===== src/rtl/req_arbiter.sv =====
// req_arbiter: grants one shared resource to one of N_REQ requesters.
//
// Policy is fixed priority (highest index wins) or round-robin (search
// descending from last_id-1, so the previous owner has the lowest priority),
// chosen by rr_mode at each IDLE decision. A grant is held until the owner
// pulses done, drops its request, or has held for MAX_HOLD cycles. Every grant
// is followed by one RELEASE cycle with nothing granted (bus turnaround).
// A timed-out owner is masked out of the next decision unless it is the only
// requester.
//
// Ports:
//   clk        clock, all state on the rising edge
//   rst        synchronous reset, active-high
//   rr_mode    1 = round-robin, 0 = fixed priority (used only in IDLE)
//   req        level-sensitive request vector, bit i = requester i
//   done       release strobe from the current owner
//   gnt        registered one-hot grant
//   gnt_id     registered encoded grant index (holds after release)
//   gnt_valid  registered, 1 while a grant is active
//   timeout    one-cycle pulse when a grant is revoked by MAX_HOLD
module req_arbiter #(
  parameter int unsigned N_REQ    = 8,
  parameter int unsigned MAX_HOLD = 16,  // 0 disables the hold timeout
  parameter int unsigned CNT_W    = 5
) (
  input  logic                     clk,
  input  logic                     rst,
  input  logic                     rr_mode,
  input  logic [N_REQ-1:0]         req,
  input  logic                     done,
  output logic [N_REQ-1:0]         gnt,
  output logic [$clog2(N_REQ)-1:0] gnt_id,
  output logic                     gnt_valid,
  output logic                     timeout
);

  localparam int unsigned IdW = $clog2(N_REQ);

  localparam logic [CNT_W-1:0] HoldMax = CNT_W'(MAX_HOLD);
  // With the timeout disabled the counter still saturates, just at all-ones.
  localparam logic [CNT_W-1:0] HoldSat = (MAX_HOLD == 0) ? {CNT_W{1'b1}} : HoldMax;

  typedef enum logic [1:0] {
    StIdle,
    StGrant,
    StRelease
  } state_e;

  state_e             state_q, state_d;
  logic [N_REQ-1:0]   gnt_q, gnt_d;
  logic [IdW-1:0]     gnt_id_q, gnt_id_d;
  logic               gnt_valid_q, gnt_valid_d;
  logic               timeout_q, timeout_d;
  logic [CNT_W-1:0]   hold_cnt_q, hold_cnt_d;
  logic [IdW-1:0]     last_id_q, last_id_d;
  logic [IdW-1:0]     mask_id_q, mask_id_d;
  logic               mask_id_valid_q, mask_id_valid_d;

  // Winner selection
  logic [N_REQ-1:0]   mask_vec;
  logic [N_REQ-1:0]   req_rest;
  logic [N_REQ-1:0]   req_eff;
  logic [N_REQ-1:0]   req_rot;
  logic [IdW-1:0]     base_id;
  logic [IdW-1:0]     win_off;
  logic [IdW-1:0]     win_id;

  always_comb begin
    mask_vec = mask_id_valid_q ? (N_REQ'(1) << mask_id_q) : '0;
    req_rest = req & ~mask_vec;
    // The masked requester is only excluded if somebody else is asking.
    req_eff  = (|req_rest) ? req_rest : req;

    // Rotate so that bit j of req_rot is requester (base_id + j) mod N_REQ.
    // Bit N_REQ-1 is then requester base_id-1, the first one the round-robin
    // search visits, and a plain highest-bit pick implements both policies.
    base_id  = rr_mode ? last_id_q : '0;
    req_rot  = N_REQ'({req_eff, req_eff} >> base_id);

    win_off = '0;
    for (int unsigned i = 0; i < N_REQ; i++) begin
      if (req_rot[i]) begin
        win_off = IdW'(i);
      end
    end
    // Wraps modulo N_REQ (power of two).
    win_id = base_id + win_off;
  end

  // Next-state / outputs
  logic hold_hit;
  logic owner_exit;

  always_comb begin
    state_d         = state_q;
    gnt_d           = gnt_q;
    gnt_id_d        = gnt_id_q;
    gnt_valid_d     = gnt_valid_q;
    timeout_d       = 1'b0;
    hold_cnt_d      = hold_cnt_q;
    last_id_d       = last_id_q;
    mask_id_d       = mask_id_q;
    mask_id_valid_d = mask_id_valid_q;

    hold_hit   = (MAX_HOLD != 0) && (hold_cnt_q == HoldMax);
    owner_exit = done || !req[gnt_id_q];

    unique case (state_q)
      StIdle: begin
        if (|req_eff) begin
          state_d         = StGrant;
          gnt_d           = N_REQ'(1) << win_id;
          gnt_id_d        = win_id;
          gnt_valid_d     = 1'b1;
          hold_cnt_d      = CNT_W'(1);
          last_id_d       = win_id;
          mask_id_valid_d = 1'b0;
        end
      end

      StGrant: begin
        if (owner_exit || hold_hit) begin
          state_d     = StRelease;
          gnt_d       = '0;
          gnt_valid_d = 1'b0;
          // A voluntary release in the same cycle wins over the timeout.
          if (!owner_exit) begin
            timeout_d       = 1'b1;
            mask_id_d       = gnt_id_q;
            mask_id_valid_d = 1'b1;
          end
        end else if (hold_cnt_q != HoldSat) begin
          hold_cnt_d = hold_cnt_q + 1'b1;
        end
      end

      StRelease: begin
        state_d = StIdle;
      end

      default: begin
        state_d = StIdle;
      end
    endcase
  end

  always_ff @(posedge clk) begin
    if (rst) begin
      state_q         <= StIdle;
      gnt_q           <= '0;
      gnt_id_q        <= '0;
      gnt_valid_q     <= 1'b0;
      timeout_q       <= 1'b0;
      hold_cnt_q      <= '0;
      last_id_q       <= '0;
      mask_id_q       <= '0;
      mask_id_valid_q <= 1'b0;
    end else begin
      state_q         <= state_d;
      gnt_q           <= gnt_d;
      gnt_id_q        <= gnt_id_d;
      gnt_valid_q     <= gnt_valid_d;
      timeout_q       <= timeout_d;
      hold_cnt_q      <= hold_cnt_d;
      last_id_q       <= last_id_d;
      mask_id_q       <= mask_id_d;
      mask_id_valid_q <= mask_id_valid_d;
    end
  end

  assign gnt       = gnt_q;
  assign gnt_id    = gnt_id_q;
  assign gnt_valid = gnt_valid_q;
  assign timeout   = timeout_q;

`ifndef SYNTHESIS
  a_gnt_onehot0: assert property (@(posedge clk) disable iff (rst) $onehot0(gnt_q));
  a_valid_or: assert property (@(posedge clk) disable iff (rst) gnt_valid_q == (|gnt_q));
  a_id_encode: assert property (@(posedge clk) disable iff (rst)
    gnt_valid_q |-> (gnt_q == (N_REQ'(1) << gnt_id_q)));
`endif

endmodule


===== config.mk =====
export PLATFORM = sky130hd
export DESIGN_NAME = req_arbiter
export DESIGN_NICKNAME = d
export VERILOG_FILES = /design/src/rtl/req_arbiter.sv
export SDC_FILE = /design/constraint.sdc
export NUM_CORES = 1
export LEC_CHECK = 0
export BUFFER_PORTS_ARGS = -buffer_cell sky130_fd_sc_hd__buf_4
export CORE_ASPECT_RATIO = 0.75
export CORE_MARGIN = 2
export CORE_UTILIZATION = 50
export CTS_CLUSTER_SIZE = 28
export DETAILED_ROUTE_END_ITERATION = 8
export GPL_ROUTABILITY_DRIVEN = 1
export PLACE_DENSITY_LB_ADDON = 0.12
export RECOVER_POWER = 25
export SETUP_SLACK_MARGIN = 0.1
export SYNTH_ARGS = -nofsm -noshare
export SYNTH_HDL_FRONTEND = slang
export SYNTH_SLANG_ARGS = --single-unit

===== constraint.sdc =====
create_clock -name clk -period 4.25 [get_ports clk]
set_input_delay 0 -clock clk [delete_from_list [all_inputs] [get_ports clk]]
set_output_delay 0 -clock clk [all_outputs]
set_load 0.1 [all_outputs]

; ---- Word level (Yosys, flattened, before mapping)
; Index checks and enable logic that the tools add are counted.
[totals]
reg_bits = 24
in_bits = 12
elab_cells = 71
[op_classes]
addsub = 2
n_lt_le_gt_ge = 1
eq_ne = 8
shift = 3
n_mux = 30
bitwise = 5
n_reduce_logical = 14
[ops]
columns = cell, n
row1 = two-way mux 8 bit, 4
row2 = two-way mux 3 bit, 6
row3 = case mux 8 bit (2 select lines), 1
row4 = OR reduction 8 bit, 2
row5 = "<< shifter 1 x 3 -> 8 bit, first input constant", 2
row6 = right shift 16 x 3 -> 8 bit, 1
row7 = two-way mux 5 bit, 3
row8 = "inequality test 2 bit, second input constant", 5
row9 = case mux 5 bit (2 select lines), 1
row10 = bitwise AND 8 bit, 1
row11 = two-way mux 1 bit, 8
row12 = inverter 8 bit, 1
row13 = AND reduction 4 bit, 2
row14 = two-way mux 2 bit, 3
row15 = AND reduction 3 bit, 2
row16 = "adder 5 x 1 -> 5 bit, second input constant", 1
row17 = "== test 5 bit, second input constant", 1
row18 = "inequality test 5 bit, second input constant", 1
row19 = "less-than comparator 3 x 4 -> 1 bit, second input constant", 1
row20 = case mux 1 bit (2 select lines), 2
row21 = case mux 2 bit (2 select lines), 1
row22 = AND reduction 2 bit, 2
row23 = adder 3 bit, 1
row24 = binary-select mux 1 bit (select 3 bit), 1
row25 = 7 further kinds, 10

; ---- Logic depth before layout (Yosys ltp)
; Gate-level depths: netlist of run 1.
[depth]
word_depth = 18
depth_mapped = 19

; ---- Worst setup path before layout of run 1
; Ideal clock, no wire load.
[synth_path]
path_type = reg-to-reg
from = reg last_id_q[1]
to = reg last_id_q[2]
arrival_time_ps = 4074
required_ps = 4191
path_slack_ps = 118
path_stages_with_launch = 18
cell_sequence = dfxtp_1 -> buf_2 -> and2_1 -> buf_6 -> buf_4 -> o21ai_1 -> a31o_1 -> mux2_2 -> o311a_1 -> o21bai_1 -> a21o_1 -> ha_1 -> inv_1 -> fa_1 -> xnor2_1 -> nand2_1 -> mux2_1 -> nand2_1
[synth_between]
elab_chain_len = 10
[synth_lines]
columns = element, line_no
row1 = from (decl), 55  ; logic [IdW-1:0] last_id_q, last_id_d;
row2 = from (signal assigned), 165  ; last_id_q <= last_id_d;
row3 = two-way mux 3 bit *, 77  ; base_id = rr_mode ? last_id_q : '0;
row4 = right shift 16 x 3 -> 8 bit, 78  ; req_rot = N_REQ'({req_eff, req_eff} >> base_id);
row5 = two-way mux 1 bit, 82  ; if (req_rot[i]) begin
row6 = two-way mux 2 bit, 82
row7 = two-way mux 3 bit (5 in series), 82
row8 = adder 3 bit *, 87  ; win_id = base_id + win_off;
; Mark *: on every way between the ends. The rest lies on a longest branch, timed or not.
; A chain may end at the register's enable or synchronous reset.

; ---- Final worst setup path of run 1
[layout_path]
from = reg mask_id_q[1]
to = reg last_id_q[2]
[layout_between]
elab_chain_len = 15
word_cells_on_any_way = 17
cone_classes = add/sub: 1 / shift: 2 / mux: 9 / bitwise: 2 / reduce/logical: 3
[layout_lines]
columns = element, line_no
row1 = from (decl), 56  ; logic [IdW-1:0] mask_id_q, mask_id_d;
row2 = from (signal assigned), 166  ; mask_id_q <= mask_id_d;
row3 = << shifter 1 x 3 -> 8 bit *, 69  ; mask_vec = mask_id_valid_q ? (N_REQ'(1) << mask_id_q) : '0;
row4 = two-way mux 8 bit *, 69
row5 = inverter 8 bit *, 70  ; req_rest = req & ~mask_vec;
row6 = bitwise AND 8 bit *, 70
row7 = OR reduction 8 bit, 72  ; req_eff = (|req_rest) ? req_rest : req;
row8 = two-way mux 8 bit *, 72
row9 = right shift 16 x 3 -> 8 bit, 78
row10 = two-way mux 1 bit, 82
row11 = two-way mux 2 bit, 82
row12 = two-way mux 3 bit (5 in series), 82
row13 = adder 3 bit, 87
; Marked as above.

==> run summary, run 1 <==
Syn nets -> 288
Detailed placer's ending HPWL -> 4030 um
GRT Util Overall -> 0.244
Finished Layout Cells -> 342
# clock sinks -> 24
Synth Area per Inst -> 7.87 um2
First-pass GRT wire length -> 9120 um
Critical Path Source Type -> register
FF/Latch Area -> 480 um2
Worst hold path class -> primary input to register
Lkg Pwr -> 0.000856 uW
Io pins -> 25
DRC Markers -> 0
Area of the multi-input gates -> 1530 um2
Cell Area, Synth -> 2140 um2
Worst-case clock buffer depth -> 2
RSZ-0062 raised after global routing -> false
Levels on crit path -> 16
Buffers plus inverters on the worst setup path -> 1
Vias -> 2,071
Power Density -> 538 nW/um2
Synth area leaders -> dfxtp_1, mux2i_1, nand2_1
Cells along the critical path -> mux2_2, o32a_1, nor2_4, nand2_2, a211oi_2, mux2i_1, o311a_1, o21bai_1, a21o_1, ha_1, inv_1, fa_1, xnor2_1, nand2_1, mux2_1, nand2_1
Drt total wl -> 5470 um
Mapped Cells -> 272
Worst skew pair latency -> 0.27 ns
Post-synth EDFFs -> 0
Worst r2r src -> mask_id_q[1]
Clk root buf -> clkbuf_8
Detail-routed net length per standard cell -> 16.0 um
Req. time, crit path -> 4.48 ns
FFs w/ async S/R, synth -> 0
Tcrit/Tclk final -> 0.925
Initial cell density of the core -> 0.525
Top cell type's share of synthesized area -> 0.225
#FFs+latches synth -> 24
Number of buffers created by CTS -> 3
Dpl cells -> 338
Area Growth Syn to Fin -> 10.8%
Die area -> 4820 um2
Min-Delay Startpoint -> rst
Core Rows -> 20
Worst Skew -> 0.00697 ns
WHS -> 0.0174 ns
Status -> completed
Clock transition at path regs -> 0.09 ns
Port bufs -> 24
Syn. warnings -> 0
Share of layout cells above drive strength 1 -> 0.167
Finish-stage setup viols -> 0
Largest delay share family, worst path -> compound AO/OA/AOI/OAI gates
Overflow after GRT -> 0
CP max FO -> 13
First-pass detailed-route iteration total -> 4
Critical Path AT -> 4.16 ns
Worst setup path class -> register to register
Vias in the first global route -> 1,747
CTS tree -> built
Die Span X -> 79.5 um
Initial antenna violation count -> 0
Synth cell types -> 62
R2r setup slk -> 0.32 ns
Slew HR -> 0.221
Reg-to-Reg End -> last_id_q[2]
Slew Limit Fails -> 0
Antenna cells -> 0
CORE AREA -> 4080 um2
MaxCap Viol Count -> 0
Top cell by count, worst path -> nand2_1
Worst-margin pin slew -> 1.17 ns
Worst path max stage delay -> 0.63 ns
CP max-delay cell -> dfxtp_1
Setup_tns -> 0 ns
Worst R2R Path Depth -> 16
Hold endpoint -> gnt_valid
Worst vdd ir -> 0.000372 V
Vias/cell -> 6.06
Largest net degree at the start of global routing -> 18
Post-synthesis sequential area ratio -> 0.225
Fill cell count -> 391
Period minus WS final -> 3.93 ns
Synth area leader -> dfxtp_1
Main synth FF type -> dfxtp_1
DRT antenna net count -> 0
Hold Path Stages -> 2
Fin. Hold Viols -> 0
Crit. End Element -> register
Final GP Congestion -> 1.00
Max Clk Rate -> 254 MHz
Starting DRC count in detailed routing -> 181
H-tree depth -> 1
Hold buffer count at CTS -> 0
Die span in y -> 60.7 um
Nets@finish -> 304
[cells in the final DEF, fill, tap and decap left out, drive strengths merged, types with 7 or more instances in the layout]
master,instances
nor2,27
o21ai,20
nor3,10
dfxtp,24
nand3,10
mux2i,15
clkbuf,12
buf,20
xnor2,7
nand2,32
inv,9
a21oi,11
[how the worst max path moves through the flow]
stage / slack [ns] / start / endpoint
3_5_place_dp: 0.37 / mask_id_q[1] / last_id_q[2]
3_3_place_gp: 0.44 / mask_id_q[1] / gnt[3]
2_1_floorplan: 0.12 / last_id_q[1] / last_id_q[2]
6_report: 0.32 / mask_id_q[1] / last_id_q[2]
4_1_cts: 0.36 / mask_id_q[1] / last_id_q[2]
5_1_grt: 0.10 / mask_id_q[1] / last_id_q[2]
[cells by family after synthesis]
family,synth area share
DFF,0.225
muxes,0.139
adders and majority gates,0.0269
xor gates and xnor gates,0.0480
and+or+nand+nor,0.258
buffers and inverters,0.0614
AOI/OAI and AO/OA,0.242
[through the flow]
stage	power, uW	util	setup WS (ns)	cell area (um2)
floorplan	926	-	0.118	2140
global route	1350	0.581	0.101	2370
CTS	1280	0.588	0.357	2400
detailed placement	1080	0.571	0.372	2330
finish	1280	0.581	0.319	2370
global placement	1080	0.571	0.439	2330
[where the power goes]
group	total [uW]	internal (uW)	switching (uW)
clock network	203	126	77.2
logic	782	244	537
registers	292	261	30.3
[routing by layer]
layer,GRT usage,up-vias,share of wire
met5,0,-,0
met4,0.0419,0,0.0062
met3,0.0625,4,0.11
met2,0.317,106,0.40
met1,0.398,931,0.48
li1,-,1030,-
[repair_timing]
action | in CTS | in global routing
resized for setup | 0 | 1
setup endpoints to repair | 0 | 2
buffers inserted | 0 | 0
[final cells by class]
cell class,count,area share
Timing Repair Buffer,29,0.0776
Multi-Input combinational cell,221,0.646
Inverter,9,0.0142
Tap cell,55,0.0290
Clock inverter,1,0.0127
Sequential cell,24,0.203
Clock buffer,3,0.0174
[synthesized netlist by cell type (all sizes together), types with 4 or more instances]
library cell / n
nand2: 32
nor2: 27
dfxtp: 24
o21ai: 20
mux2i: 15
a21oi: 11
buf: 10
nand3: 10
nor3: 10
inv: 9
clkbuf: 8
xnor2: 7
a211oi: 6
a31oi: 6
and2: 6
mux2: 6
nor4: 5
a22o: 4
nor3b: 4
o311ai: 4
[sequential cells by signal, indices dropped and copies added, names as in the netlist]
name	count
mask_id_q	3
hold_cnt_q	5
gnt	8
mask_id_valid_q	1
state_q	2
gnt_valid	1
last_id_q	3
timeout	1
[worst reg2reg max path: cells and delay by family (launching register included)]
family,cells,cell delay (ns)
AND/OR/NAND/NOR,4,0.43
AO/OA/AOI/OAI,5,1.06
buffers and inverters,1,0.05
adder cells (fa/ha/maj),2,0.54
multiplexers,3,0.86
flip-flops,1,0.63
XOR/XNOR,1,0.32
Power figures use the tool's default switching activity.
==> run 2: changes to the inputs <==
--- a/config.mk
+++ b/config.mk
@@ -5,7 +5,7 @@
 export SDC_FILE = /design/constraint.sdc
 export NUM_CORES = 1
 export LEC_CHECK = 0
-export BUFFER_PORTS_ARGS = -buffer_cell sky130_fd_sc_hd__buf_4
+export BUFFER_PORTS_ARGS = -buffer_cell sky130_fd_sc_hd__buf_2
 export CORE_ASPECT_RATIO = 0.75
 export CORE_MARGIN = 2
 export CORE_UTILIZATION = 50
==> run summary, run 2 (synthesized netlist as in run 1, its figures left out) <==
Status -> completed
# clock sinks -> 24 (unchanged)
R2r setup slk -> 0.42 ns (+0.10 ns)
Comb pwr share -> 0.610 (-0.002)
CP max FO -> 8 (-5)
Worst setup path class -> register to register
Worst R2R Path Depth -> 15 (-1)
NetSw -> 644 uW (about the same)
Initial antenna violation count -> 0 (unchanged)
Area of the multi-input gates -> 1530 um2 (-0.33%)
Finished Layout Cells -> 341 (-0.29%)
Max reg flops -> 8 (unchanged)
Crit path launch -> mask_id_valid_q
Worst r2r src -> mask_id_valid_q
Area Growth Syn to Fin -> 8.65%
Worst-margin pin slew -> 1.16 ns (-0.0123 ns)
Port bufs -> 24 (unchanged)
Flop pwr share -> 0.231 (+0.003)
Power Density -> 543 nW/um2 (+0.88%)
Nets@finish -> 303 (-0.33%)
Detail-routed net length per standard cell -> 16.5 um (+2.8%)
Worst setup path endpoint -> last_id_q[2]
GRT Util Overall -> 0.251 (+0.00742)
Io pins -> 25 (unchanged)
Vias/cell -> 6.15 (+1.6%)
Commonest non-fill, non-tap cells in the layout -> nand2_1, nor2_1, dfxtp_1, buf_2, mux2i_1
Worst-case clock buffer depth -> 2 (unchanged)
Clk network pwr share -> 0.159 (about the same)
Worst skew pair latency -> 0.27 ns (about the same)
CTS resizes -> 0 (unchanged)
Die Span X -> 79.5 um (unchanged)
First-pass detailed-route iteration total -> 4 (unchanged)
Switching Share -> 0.510 (+0.00515)
Top cell by count, worst path -> nand2_1
Total power -> 1260 uW (-1.1%)
Core Rows -> 20 (unchanged)
MaxCap Viol Count -> 0 (unchanged)
Tcrit/Tclk final -> 0.902 (-0.0233)
Fin. Hold Viols -> 0 (unchanged)
CORE AREA -> 4080 um2 (unchanged)
Setup_tns -> 0 ns (unchanged)
Crit. End Element -> register
Max Clk Rate -> 261 MHz (+2.6%)
Worst path max stage delay -> 0.57 ns (-0.06 ns)
Worst Skew -> 0.00443 ns (-0.00254 ns)
Clock transition at path regs -> 0.09 ns (about the same)
Vias -> 2,097 (+1.3%)
Die span in y -> 60.7 um (unchanged)
FF/Latch Area -> 484 um2 (+0.78%)
Overflow after GRT -> 0 (unchanged)
Finish-stage setup viols -> 0 (unchanged)
Starting DRC count in detailed routing -> 162 (-10%)
Slew HR -> 0.229 (+0.00818)
Internal power -> 619 uW (-2.1%)
Reg-to-Reg End -> last_id_q[2]
Die area -> 4820 um2 (unchanged)
Period minus WS final -> 3.83 ns (-0.0990 ns)
H-tree depth -> 1 (unchanged)
Dpl cells -> 337 (-0.30%)
Slew Limit Fails -> 0 (unchanged)
Number of buffers created by CTS -> 3 (unchanged)
Clk root buf -> clkbuf_8
CTS tree -> built
Drt total wl -> 5610 um (+2.5%)
Worst vdd ir -> 0.000330 V (-11%)
Critical Path AT -> 4.05 ns (-0.11 ns)
Share of layout cells above drive strength 1 -> 0.171 (+0.00408)
RSZ-0062 raised after global routing -> false
Cells along the critical path -> nand2b_2, o311ai_1, o21ai_1, a31o_1, mux2_2, o311a_1, o21bai_1, a21o_1, ha_1, inv_1, fa_1, xnor2_1, nand2_1, mux2_1, nand2_1
Worst hold path class -> primary input to register
Antenna cells -> 0 (unchanged)
WHS -> 0.0976 ns (+0.0801 ns)
DRT antenna net count -> 0 (unchanged)
Detailed placer's ending HPWL -> 4180 um (+3.8%)
DRC Markers -> 0 (unchanged)
Critical Path Source Type -> register
# Post-CTS Setup Buffers -> 0 (unchanged)
Hold buffer count at CTS -> 0 (unchanged)
Final GP Congestion -> 0.972 (-3.2%)
Initial cell density of the core -> 0.525 (unchanged)
Lkg Pwr -> 0.000841 uW (-1.8%)
Req. time, crit path -> 4.47 ns (about the same)
First-pass GRT wire length -> 9490 um (+4.1%)
Vias in the first global route -> 1,854 (+6.1%)
CP max-delay cell -> dfxtp_1
Largest net degree at the start of global routing -> 18 (unchanged)
Fill cell count -> 407 (+4.1%)
Most common cell after layout, fill and taps aside -> nand2_1
[run 2: cell types whose count changed in the layout (fill, tap and decap cells not counted)]
| cell | previous run | this run |
|---|---|---|
| dfxtp_1 | 24 | 21 |
| buf_2 | 0 | 15 |
| nor3_1 | 9 | 10 |
| nor3_2 | 1 | 0 |
| buf_4 | 20 | 4 |
| dfxtp_2 | 0 | 3 |
[run 2: stage by stage]
step	cell area [um2]	worst slack, ns	utilization
CTS	2330	0.311	0.572
global route	2320	0.144	0.570
finish	2320	0.418	0.570
detailed placement	2260	0.342	0.554
global placement	2260	0.461	0.554
floorplan	2140	0.118	-
[run 2: how the worst min path moves through the flow]
stage	start	to	cells past startpoint
floorplan	done	state_q[1]	2
global placement	rst	state_q[0]	2
CTS	rst	mask_id_q[0]	2
detailed placement	rst	mask_id_q[0]	2
finish	rst	mask_id_q[0]	2
global route	rst	mask_id_q[0]	2
[run 2: worst max-delay path, delay by kind of cell (launching register included)]
| kind | cells | cell delay, ns |
|---|---|---|
| multiplexers | 2 | 0.58 |
| AO/OA/AOI/OAI | 6 | 1.38 |
| flip-flops | 1 | 0.57 |
| buffers and inverters | 1 | 0.05 |
| AND/OR/NAND/NOR | 3 | 0.34 |
| adder cells (fa/ha/maj) | 2 | 0.55 |
| XOR/XNOR | 1 | 0.30 |
[run 2: area by class of cell]
type,count,share of cell area
clock buffer,3,0.0178
clock inverter,1,0.0129
inverter,9,0.0145
multi-input combinational,221,0.657
sequential,24,0.208
tap,55,0.0296
timing repair buffer,28,0.0597
[run 2: routing by layer]
metal	up-vias	track usage	routed length, um
met4	0	0.0345	65
li1	1030	-	-
met5	-	0	0
met1	967	0.391	2850
met3	11	0.0506	451
met2	89	0.367	2240
[run 2: power groups by stage]
stage / registers [uW] / clock network (uW) / logic, uW
finish: 292 / 200 / 770
global route: 297 / 214 / 823
CTS: 292 / 202 / 768
detailed placement: 297 / 0 / 766
global placement: 296 / 0 / 764
floorplan: 502 / 0 / 424
==> run 3: changes to the inputs <==
--- a/config.mk
+++ b/config.mk
@@ -13,7 +13,7 @@
 export DETAILED_ROUTE_END_ITERATION = 8
 export GPL_ROUTABILITY_DRIVEN = 1
 export PLACE_DENSITY_LB_ADDON = 0.12
-export RECOVER_POWER = 25
+export RECOVER_POWER = 100
 export SETUP_SLACK_MARGIN = 0.1
 export SYNTH_ARGS = -nofsm -noshare
 export SYNTH_HDL_FRONTEND = slang
==> run summary, run 3 (synthesized netlist as in run 1, its figures left out) <==
Final Util -> 0.565 (-0.00491)
Status -> completed
M1 wire length -> 2840 um (-0.60%)
Worst hold path class -> primary input to register
Nets@finish -> 303 (unchanged)
CP max-delay cell -> dfxtp_1
Clk root buf -> clkbuf_8
Worst R2R Path Depth -> 14 (-1)
Slew Limit Fails -> 0 (unchanged)
Max Clk Rate -> 257 MHz (-1.7%)
# clock sinks -> 24 (unchanged)
Worst path max stage delay -> 0.58 ns (about the same)
Antenna cells -> 0 (unchanged)
Period minus WS final -> 3.90 ns (+0.0654 ns)
Worst r2r src -> mask_id_valid_q
Port bufs -> 24 (unchanged)
Initial antenna violation count -> 0 (unchanged)
Commonest non-fill, non-tap cells in the layout -> nand2_1, nor2_1, dfxtp_1, mux2i_1, clkbuf_1
Io pins -> 25 (unchanged)
DRC Markers -> 0 (unchanged)
Vias/cell -> 6.11 (-0.67%)
Req. time, crit path -> 4.39 ns (-0.08 ns)
First-pass GRT wire length -> 9490 um (unchanged)
Final GP Congestion -> 0.972 (unchanged)
Core Rows -> 20 (unchanged)
MaxCap Viol Count -> 0 (unchanged)
Die Span X -> 79.5 um (unchanged)
Area of the multi-input gates -> 1510 um2 (-0.98%)
Setup_tns -> 0 ns (unchanged)
# Post-CTS Setup Buffers -> 0 (unchanged)
Tcrit/Tclk final -> 0.917 (+0.0154)
Buffers plus inverters on the worst setup path -> 1 (unchanged)
Number of buffers created by CTS -> 3 (unchanged)
Most common cell after layout, fill and taps aside -> nand2_1
Fin. Hold Viols -> 0 (unchanged)
Worst Skew -> 0.00544 ns (+0.00101 ns)
Worst-margin pin slew -> 1.18 ns (+0.0212 ns)
Max reg flops -> 8 (unchanged)
Pre-CTS WS -> 0.342 ns (unchanged)
Top cell by count, worst path -> xnor2_1
Area Growth Syn to Fin -> 7.72%
Cells along the critical path -> nand2b_2, o311ai_1, o21ai_1, a31o_1, mux2_2, o311a_1, o21bai_1, a21o_1, ha_1, inv_1, fa_1, xnor2_1, xnor2_1, o21ai_0
Starting DRC count in detailed routing -> 151 (-6.8%)
CTS tree -> built
Crit. End Element -> register
R2r setup slk -> 0.35 ns (-0.07 ns)
Die span in y -> 60.7 um (unchanged)
RSZ-0062 raised after global routing -> false
Lkg Pwr -> 0.000813 uW (-3.2%)
Fill cell count -> 411 (+0.98%)
Slew HR -> 0.215 (-0.0141)
Hold Path Stages -> 2 (unchanged)
Met2 WL post-DR -> 2240 um (+0.18%)
First-pass detailed-route iteration total -> 5 (+1)
Vias -> 2,083 (-0.67%)
Levels on crit path -> 14 (-1)
Share of layout cells above drive strength 1 -> 0.150 (-0.0210)
Hold buffer count at CTS -> 0 (unchanged)
Met3 WL post-DR -> 488 um (+8.2%)
Largest net degree at the start of global routing -> 18 (unchanged)
Min-Delay Startpoint -> rst
Critical Path AT -> 4.04 ns (about the same)
CP max FO -> 8 (unchanged)
Largest delay share family, worst path -> compound AO/OA/AOI/OAI gates
Hold endpoint -> mask_id_q[0]
Setup WS post-layout -> 0.353 ns (-0.0654 ns)
Critical Path Source Type -> register
Vias in the first global route -> 1,854 (unchanged)
CTS resizes -> 0 (unchanged)
Initial cell density of the core -> 0.525 (unchanged)
CORE AREA -> 4080 um2 (unchanged)
Detail-routed net length per standard cell -> 16.5 um (about the same)
Detailed placer's ending HPWL -> 4180 um (unchanged)
Drt total wl -> 5610 um (about the same)
Overflow after GRT -> 0 (unchanged)
DRT antenna net count -> 0 (unchanged)
Worst-case clock buffer depth -> 2 (unchanged)
Worst setup path class -> register to register
Die area -> 4820 um2 (unchanged)
Clock transition at path regs -> 0.09 ns (about the same)
FF/Latch Area -> 484 um2 (unchanged)
GRT Util Overall -> 0.251 (unchanged)
Highest Signal Layer -> met4
Reg-to-Reg End -> gnt[4]
Worst skew pair latency -> 0.27 ns (about the same)
Worst vdd ir -> 0.000328 V (-0.52%)
H-tree depth -> 1 (unchanged)
Finish-stage setup viols -> 0 (unchanged)
Power Density -> 539 nW/um2 (-0.76%)
[run 3: cell type report]
| cell class | instances | share of cell area |
|---|---|---|
| Clock buffer | 3 | 0.0179 |
| Clock inverter | 1 | 0.0130 |
| Tap cell | 55 | 0.0299 |
| Sequential cell | 24 | 0.210 |
| Multi-Input combinational cell | 221 | 0.656 |
| Inverter | 9 | 0.0147 |
| Timing Repair Buffer | 28 | 0.0581 |
[run 3: per-layer routing]
layer,global-route usage,up-vias
met5,0,-
met4,0.0345,0
met3,0.0506,6
met2,0.367,100
met1,0.391,948
li1,-,1029
[run 3: worst max-delay path by stage]
stage	start	to	slack [ns]
finish	mask_id_valid_q	gnt[4]	0.35
global route	last_id_q[0]	gnt[4]	0.12
CTS	mask_id_q[1]	last_id_q[2]	0.31
global placement	mask_id_q[1]	gnt[3]	0.46
detailed placement	mask_id_q[1]	last_id_q[2]	0.34
floorplan	last_id_q[1]	last_id_q[2]	0.12
[run 3: through the flow]
stage | cell area, um2 | hold slack (ns) | power, uW | instances
after floorplan | 2140 | 0.240 | 926 | 272
after global placement | 2260 | 0.369 | 1060 | 337
after detailed placement | 2260 | 0.367 | 1060 | 337
after CTS | 2330 | 0.0990 | 1260 | 341
after global routing | 2300 | 0.127 | 1310 | 341
final | 2300 | 0.105 | 1240 | 341
[run 3: power by group]
group          switching, uW  leakage (uW)  internal [uW]  total (uW)
Combinational            533      0.000580            217         750
Sequential              30.5      0.000197            261         292
Clock                   74.1     0.0000357            126         200
Total                    638      0.000813            604        1240
